===== src/rtl/victim_cache_control.sv =====
// Sequencer for the 8-way fully associative victim cache between L1 and L2.
// Optional hit/miss counters are enabled with the VICTIM_PERF_CNT_EN macro.
module victim_cache_control #(
  parameter int unsigned PERF_CNT_WIDTH = 16
) (
  input  logic       clk,
  input  logic       reset,
  input  logic       buf_mem_read,
  input  logic       buf_mem_write,
  input  logic       buf_evict_dirty,
  output logic       buf_mem_resp,
  output logic       s_mem_read,
  output logic       s_mem_write,
  input  logic       s_mem_resp,
  input  logic [7:0] hits,
  input  logic [7:0] way_valid,
  input  logic [7:0] way_dirty,
  input  logic [6:0] lru_out,
  output logic       load_d,
  output logic       load_lru,
  output logic [6:0] lru_in,
  output logic       valid,
  output logic       dirty,
  output logic [2:0] index_sel,
  output logic       read_src_sel,
  output logic       write_sel,
  output logic [3:0] smemaddr_sel
`ifdef VICTIM_PERF_CNT_EN
  ,
  output logic [PERF_CNT_WIDTH-1:0] hit_count,
  output logic [PERF_CNT_WIDTH-1:0] miss_count
`endif
);

  localparam logic [2:0] ST_INIT  = 3'd0;
  localparam logic [2:0] ST_IDLE  = 3'd1;
  localparam logic [2:0] ST_FETCH = 3'd2;
  localparam logic [2:0] ST_FILL  = 3'd3;
  localparam logic [2:0] ST_WB    = 3'd4;
  localparam logic [2:0] ST_ALLOC = 3'd5;

  logic [2:0] state, state_next;
  logic [2:0] sweep_ctr;
  logic [2:0] victim, victim_next;

  logic       any_hit;
  logic [2:0] hit_way;
  logic       any_invalid;
  logic [2:0] invalid_way;
  logic [2:0] plru_way;

  // Tree bits point at the LRU side; a touch steers every bit on the path away from w.
  function automatic logic [6:0] plru_touch(input logic [6:0] cur, input logic [2:0] w);
    logic [6:0] nxt;
    nxt    = cur;
    nxt[0] = ~w[2];
    if (!w[2]) begin
      nxt[1] = ~w[1];
      if (!w[1]) nxt[3] = ~w[0];
      else       nxt[4] = ~w[0];
    end else begin
      nxt[2] = ~w[1];
      if (!w[1]) nxt[5] = ~w[0];
      else       nxt[6] = ~w[0];
    end
    return nxt;
  endfunction

  // Lowest index wins so a corrupted multi-hit vector still selects one way.
  always_comb begin
    any_hit     = 1'b0;
    hit_way     = '0;
    any_invalid = 1'b0;
    invalid_way = '0;
    for (int unsigned i = 0; i < 8; i++) begin
      if (hits[i] && !any_hit) begin
        any_hit = 1'b1;
        hit_way = i[2:0];
      end
      if (!way_valid[i] && !any_invalid) begin
        any_invalid = 1'b1;
        invalid_way = i[2:0];
      end
    end
  end

  always_comb begin
    plru_way = '0;
    if (!lru_out[0]) begin
      if (!lru_out[1]) plru_way = {2'b00, lru_out[3]};
      else             plru_way = {2'b01, lru_out[4]};
    end else begin
      if (!lru_out[2]) plru_way = {2'b10, lru_out[5]};
      else             plru_way = {2'b11, lru_out[6]};
    end
  end

  always_comb begin
    state_next  = state;
    victim_next = victim;
    case (state)
      ST_INIT: begin
        if (sweep_ctr == 3'd7) state_next = ST_IDLE;
      end
      ST_IDLE: begin
        if (buf_mem_write) begin
          if (!any_hit) begin
            victim_next = any_invalid ? invalid_way : plru_way;
            if (way_valid[victim_next] && way_dirty[victim_next]) state_next = ST_WB;
            else                                                  state_next = ST_ALLOC;
          end
        end else if (buf_mem_read && !any_hit) begin
          state_next = ST_FETCH;
        end
      end
      ST_FETCH: if (s_mem_resp) state_next = ST_FILL;
      ST_FILL:  state_next = ST_IDLE;
      ST_WB:    if (s_mem_resp) state_next = ST_ALLOC;
      ST_ALLOC: state_next = ST_IDLE;
      default:  state_next = ST_INIT;
    endcase
  end

  // Outputs are forced low while reset is high so an aborted L2 access drops at once.
  always_comb begin
    buf_mem_resp = 1'b0;
    s_mem_read   = 1'b0;
    s_mem_write  = 1'b0;
    load_d       = 1'b0;
    load_lru     = 1'b0;
    lru_in       = '0;
    valid        = 1'b0;
    dirty        = 1'b0;
    index_sel    = '0;
    read_src_sel = 1'b0;
    write_sel    = 1'b0;
    smemaddr_sel = '0;
    if (!reset) begin
      case (state)
        ST_INIT: begin
          load_d    = 1'b1;
          write_sel = 1'b1;
          index_sel = sweep_ctr;
          if (sweep_ctr == 3'd7) load_lru = 1'b1;
        end
        ST_IDLE: begin
          if (buf_mem_write) begin
            if (any_hit) begin
              load_d       = 1'b1;
              write_sel    = 1'b1;
              index_sel    = hit_way;
              valid        = 1'b1;
              dirty        = buf_evict_dirty | way_dirty[hit_way];
              load_lru     = 1'b1;
              lru_in       = plru_touch(lru_out, hit_way);
              buf_mem_resp = 1'b1;
            end
          end else if (buf_mem_read && any_hit) begin
            read_src_sel = 1'b0;
            index_sel    = hit_way;
            load_lru     = 1'b1;
            lru_in       = plru_touch(lru_out, hit_way);
            buf_mem_resp = 1'b1;
          end
        end
        ST_FETCH: begin
          s_mem_read   = 1'b1;
          smemaddr_sel = 4'd8;
        end
        ST_FILL: begin
          read_src_sel = 1'b1;
          buf_mem_resp = 1'b1;
        end
        ST_WB: begin
          s_mem_write  = 1'b1;
          index_sel    = victim;
          smemaddr_sel = {1'b0, victim};
        end
        ST_ALLOC: begin
          load_d       = 1'b1;
          write_sel    = 1'b1;
          index_sel    = victim;
          valid        = 1'b1;
          dirty        = buf_evict_dirty;
          load_lru     = 1'b1;
          lru_in       = plru_touch(lru_out, victim);
          buf_mem_resp = 1'b1;
        end
        default: ;
      endcase
    end
  end

  always_ff @(posedge clk) begin
    if (reset) begin
      state     <= ST_INIT;
      sweep_ctr <= '0;
      victim    <= '0;
    end else begin
      state  <= state_next;
      victim <= victim_next;
      if (state == ST_INIT) sweep_ctr <= sweep_ctr + 3'd1;
    end
  end

`ifdef VICTIM_PERF_CNT_EN
  logic read_hit_ack;
  logic read_miss_ack;

  assign read_hit_ack  = (state == ST_IDLE) && !buf_mem_write && buf_mem_read && any_hit;
  assign read_miss_ack = (state == ST_FILL);

  always_ff @(posedge clk) begin
    if (reset) begin
      hit_count  <= '0;
      miss_count <= '0;
    end else begin
      if (read_hit_ack && (hit_count != '1))   hit_count  <= hit_count + 1'b1;
      if (read_miss_ack && (miss_count != '1)) miss_count <= miss_count + 1'b1;
    end
  end
`endif

endmodule


===== config.mk =====
export PLATFORM = sky130hd
export DESIGN_NAME = victim_cache_control
export DESIGN_NICKNAME = d
export VERILOG_FILES = /design/src/rtl/victim_cache_control.sv
export SDC_FILE = /design/constraint.sdc
export NUM_CORES = 1
export LEC_CHECK = 0
export ABC_AREA = 1
export BUFFER_PORTS_ARGS = -buffer_cell sky130_fd_sc_hd__clkbuf_2
export CORE_MARGIN = 3
export CORE_UTILIZATION = 48
export DETAILED_ROUTE_END_ITERATION = 8
export PLACE_DENSITY = 0.81
export SYNTH_ARGS = -nofsm -noshare
export SYNTH_HDL_FRONTEND = slang
export SYNTH_SLANG_ARGS = --single-unit
export TNS_END_PERCENT = 10

===== constraint.sdc =====
create_clock -name clk -period 2 [get_ports clk]
set_input_delay 0.2 -clock clk [delete_from_list [all_inputs] [get_ports clk]]
set_output_delay 0.2 -clock clk [all_outputs]
set_load 0.02 [all_outputs]

# Word level (Yosys, flattened, before mapping)
# Cells that the tools add are included.
[totals] ff_bits=9 input_bits=37 out_inout_bits=23 word_cells=168
[classes] addsub=1 magnitude_cmp=2 n_eq_ne=11 muxes=99 bitwise=8 reduce_logical=44
[ops] cell="3-bit two-way mux" n=24
[ops] cell="1-bit two-way mux" n=52
[ops] cell="7-bit two-way mux" n=4
[ops] cell="1-bit zero test" n=21
[ops] cell="1-bit logical AND" n=17
[ops] cell="3-bit one-hot mux with 5 select lines" n=1
[ops] cell="7-bit one-hot mux with 2 select lines" n=1
[ops] cell="2-bit two-way mux" n=6
[ops] cell="1-bit binary-select mux with 3-bit select" n=3
[ops] cell="3-bit equality test, second input constant" n=3
[ops] cell="3-bit one-hot mux with 3 select lines" n=1
[ops] cell="3-bit by 4-bit less-than comparator with 1-bit output, second input constant" n=2
[ops] cell="1-bit one-hot mux with 2 select lines" n=4
[ops] cell="4-bit one-hot mux with 2 select lines" n=1
[ops] cell="1-bit NOT" n=7
[ops] cell="3-bit by 2-bit equality test with 1-bit output, second input constant" n=2
[ops] cell="2-bit != test, second input constant" n=3
[ops] cell="3-bit != test, second input constant" n=2
[ops] cell="2-bit OR reduction" n=3
[ops] cell="5-bit AND reduction" n=1
[ops] cell="4-bit two-way mux" n=1
[ops] cell="3-bit by 1-bit adder with 3-bit output, second input constant" n=1
[ops] cell="3-bit by 1-bit equality test with 1-bit output, second input constant" n=1
[ops] cell="3-bit zero test" n=1
[ops] cell="3 further kinds" n=3

# Logic depth before layout (Yosys ltp)
[depth] ltp_word=29 depth_mapped=16 ltp_nobuf=16

# Least setup slack after synthesis
# OpenSTA, ideal clock, no wires.
[synth_timing] path_kind="reg-to-output" startpoint="reg state[2]" endpoint="out dirty" t_arrival_ns=1.702 required_ns=1.800 path_slack_ns=0.098 stages_incl_launch_ff=8 n_path_buf=0 path_cell_list="dfxtp_1 inv_1 nor2_1 inv_1 nor2_1 nor2_1 nor2_1 a21boi_1"
[synth_between] elab_chain_len=3 elab_cells_between_ends=4 cone_classes="2 x eq/ne; 2 x mux"
[synth_rtl] element="start, declared" line_no="42" source="logic [2:0] state, state_next;"
[synth_rtl] element="start signal, assigned" line_no="200" source="state <= state_next;"
[synth_rtl] element="3-bit equality test / 3-bit by 1-bit equality test with 1-bit output (equally long branches)" line_no="139" source="case (state)"
[synth_rtl] element="1-bit one-hot mux with 2 select lines (*)" line_no="139"
[synth_rtl] element="1-bit two-way mux (*)" line_no="138" source="if (!reset) begin"
[synth_rtl] element="end, declared" line_no="23" source="output logic dirty,"
# Every way passes the cells marked *; elsewhere a longest branch is shown, timed or not.

# Worst setup path after layout
[layout_timing] startpoint="in hits[0]" endpoint="out lru_in[1]"
[layout_between] elab_chain_len=28 elab_cells_between_ends=36 cone_classes="20 x mux; 1 x bitwise; 15 x reduce/logical"
[layout_rtl] element="start, declared" line_no="15" source="input logic [7:0] hits,"
[layout_rtl] element="1-bit two-way mux (*)" line_no="76" source="if (hits[i] && !any_hit) begin"
[layout_rtl] element="1-bit zero test" line_no="76"
[layout_rtl] element="1-bit logical AND" line_no="76"
[layout_rtl] element="1-bit two-way mux (*)" line_no="76"
[layout_rtl] element="1-bit zero test" line_no="76"
[layout_rtl] element="1-bit logical AND" line_no="76"
[layout_rtl] element="1-bit two-way mux" line_no="76"
[layout_rtl] element="1-bit zero test" line_no="76"
[layout_rtl] element="[... 12 more ...]"
[layout_rtl] element="1-bit logical AND" line_no="76"
[layout_rtl] element="3-bit two-way mux" line_no="76"
[layout_rtl] element="1-bit NOT" line_no="58" source="nxt[1] = ~w[1];"
[layout_rtl] element="1-bit two-way mux" line_no="57" source="if (!w[2]) begin"
[layout_rtl] element="7-bit two-way mux, on equally long branches" line_no="158, 148"
[layout_rtl] element="7-bit two-way mux (*)" line_no="147" source="if (buf_mem_write) begin"
[layout_rtl] element="7-bit one-hot mux with 2 select lines (*)" line_no="139"
[layout_rtl] element="7-bit two-way mux (*)" line_no="138"
[layout_rtl] element="end, declared" line_no="21" source="output logic [6:0] lru_in,"
# Marked as above.

==> flow_metrics.py <==
metrics = {
    "cts": {
        "clock_sinks": 9,
        "cts_tree": "done",
        "clkSlewWorstSetupHoldPaths_ns": 0.06,
        "htreeDepth": 1,
        "cts_max_path_buffers": 2,
        "clkLatencyLatePin_ns": 0.27,
        "hold_buffers": 0,
        "cts_root_buf": "clkbuf_4",
        "cts_buffers": 3,
    },
    "sta": {
        "holdWs_ns": 0.232,
        "tightest_slew_ns": 0.392,
        "finClkSkew_ns": 0.00965,
        "relSlewSlack_pct": 73.9,
        "final_hold_viol_count": 0,
        "post-route-period-util_pct": 96.5,
        "slew_violations": 0,
        "clock.fmax_mhz": 518,
        "min_period_ns": 1.93,
        "setup_viol": 0,
        "grt_setup_unrepaired": "yes",
    },
    "synthesis": {
        "netlist_top_cells_area": "nand2_1 (16%), dfxtp_1 (13%), inv_1 (12%)",
        "yosysSeqAreaShare_pct": 13.3,
        "synth_warnings": 0,
        "ys_types": 36,
        "synth_top_area_cell": "nand2_1",
        "avgSynthCellArea_um2": 5.42,
        "synth_area_um2": 1360,
        "synth_cells": 250,
        "yosysTopAreaCellShare_pct": 15.5,
        "ys_ff_latch": 9,
        "synth_fp_nets": 289,
    },
    "critical_path": {
        "worstSetupStartpointType": "input pin",
        "crit_path_max_incr_delay_ns": 0.28,
        "crit_top_cell": "nor2_1",
        "cp_cell_sequence": "clkbuf_2, nor2_1, nand2_2, nor2_4, nand4_1, nand2_4, inv_4, a221oi_2, nor2_1, buf_4",
        "critical_path_class": "input pin to output pin",
        "reg2reg_depth": 12,
        "critPathMaxFanout": 6,
        "required_ns": 1.80,
        "arrival_ns": 1.73,
        "cpMaxStageDelayCell": "a221oi_2",
        "endpoint_kind": "output pin",
        "rrSetupSlack_ns": 0.35,
    },
    "detailed_routing": {
        "avgViaCountPerCell": 5.45,
        "drt-total-wl_um": 4350,
        "ant_nets": 0,
        "wl_per_cell_um": 12.5,
        "drc": 0,
        "drt_pass1_iterations": 5,
        "first_iter_violations": 122,
        "num_vias": 1902,
    },
    "placed_design": {
        "dp_hpwl_um": 3470,
        "gp_congestion": 0.867,
        "io_buffer_count": 59,
    },
    "floorplanning": {
        "core_area_um2": 2590,
        "fp.dieW_um": 59.1,
        "fp.dieArea_um2": 3500,
        "start_util_pct": 52.3,
        "fp-row-count": 18,
        "die_y_um": 59.1,
        "ios": 60,
    },
    "final_layout": {
        "layout_common_cells": "nand2_1 (55), clkbuf_2 (55), inv_1 (40)",
        "area_growth_pct": 39.5,
        "antennaDiodeCount": 0,
        "nNetsFinal": 359,
        "drive_gt1_share_pct": 36.1,
    },
    "power": {
        "powerDensity_nw_per_um2": 433,
        "vdd_drop_max_mv": 0.419,
        "p_total_uw": 819,
        "power_leakage_uw": 0.00103,
    },
    "grt": {
        "grt_max_degree": 21,
        "grt_pass1_wl_um": 6740,
        "grt_overflow": 0,
        "grt.total_usage_pct": 24.5,
        "grt_pass1_vias": 1568,
        "antenna_found_initial": 0,
    },
    "worst_hold_path": {
        "hold_path_depth": 4,
        "hp-class": "input pin to flop",
    },
    "flow_run": {
        "timing.max_cap.violations": 0,
    },
    "status": {
        "status": "finished clean",
    },
}
-- registers in the layout, summed over array words and instances, names as in the netlist --
name,flops
victim,3
sweep_ctr,3
state,3
-- path summary, 6_finish.rpt --
path / from / end
max reg2reg: state[1] / state[2]
max: hits[0] / lru_in[1]
min reg2reg: sweep_ctr[1] / sweep_ctr[1]
min: s_mem_resp / state[2]
-- critical path: cells and delay by family --
family / cells / cell delay (ns)
AND/OR/NAND/NOR: 6 / 0.88
buffers and inverters: 3 / 0.35
AO/OA/AOI/OAI: 1 / 0.28
-- area by class of cell --
class / count / area (um2)
Tap cell: 30 / 37.5
Multi-Input combinational cell: 193 / 1090
Inverter: 45 / 174
Clock inverter: 1 / 5.00
Fill cell: 248 / 699
Clock buffer: 3 / 22.5
Sequential cell: 9 / 186
Timing Repair Buffer: 68 / 374
-- routing by layer --
layer	track usage [%]	wire, um	vias up	share of wire (%)
met3	2.40	278	6	6.4
met4	8.74	63	0	1.4
met1	33.6	1910	863	44
met2	39.7	2090	70	48
li1	-	-	963	-
met5	0	0	-	0
-- kinds of logic (layout without fill, tap and decap cells) --
| family | after synthesis | after routing | synth area share (%) |
|---|---|---|---|
| simple gates | 132 | 132 | 45.3 |
| compound gates | 59 | 59 | 25.2 |
| buf+inv | 48 | 117 | 14.3 |
| flops | 9 | 9 | 13.3 |
| fa+ha+maj | 2 | 2 | 1.85 |
-- synthesized netlist by cell type --
cell	count
a211o_1	1
a211oi_1	1
a21boi_1	1
a21oi_1	22
a21oi_2	1
a221oi_1	3
a31oi_1	1
a32oi_1	1
buf_4	1
clkbuf_1	1
clkbuf_8	1
clkinv_1	1
dfxtp_1	9
ha_1	2
inv_1	42
inv_2	2
nand2_1	56
nand2_2	5
nand2_4	2
nand3_1	12
nand3_2	1
nand3_4	1
nand4_1	6
nand4_2	1
nor2_1	40
nor2_2	2
nor2_4	2
nor3_1	1
nor3_2	1
o211a_1	1
o211ai_1	3
o21ai_0	18
o21ai_1	4
o221ai_1	1
o22ai_1	1
or2_2	2
-- metrics by stage --
stage	std cells	util (%)	setup WS [ns]	area (um2)	TNS, ns
2_1_floorplan	250	-	0.0983	1360	0
3_3_place_gp	340	65.4	0.0454	1690	0
3_5_place_dp	340	65.4	0.0301	1690	0
4_1_cts	344	67.2	0.0161	1740	0
5_1_grt	349	73.0	-0.0497	1890	-0.116
6_report	349	73.0	0.0703	1890	0
-- power breakdown --
group          leakage [uW]  internal (uW)  switching [uW]
Sequential        0.0000750            206            19.7
Clock             0.0000177           73.8            67.0
Combinational      0.000941            171             281
Total               0.00103            451             368
-- what timing repair did --
item,in CTS,in global routing
buffers inserted,0,5
pin swaps,0,8
resized for setup,6,35
endpoints found under the setup margin,8,14
Power figures use the tool's default switching activity.
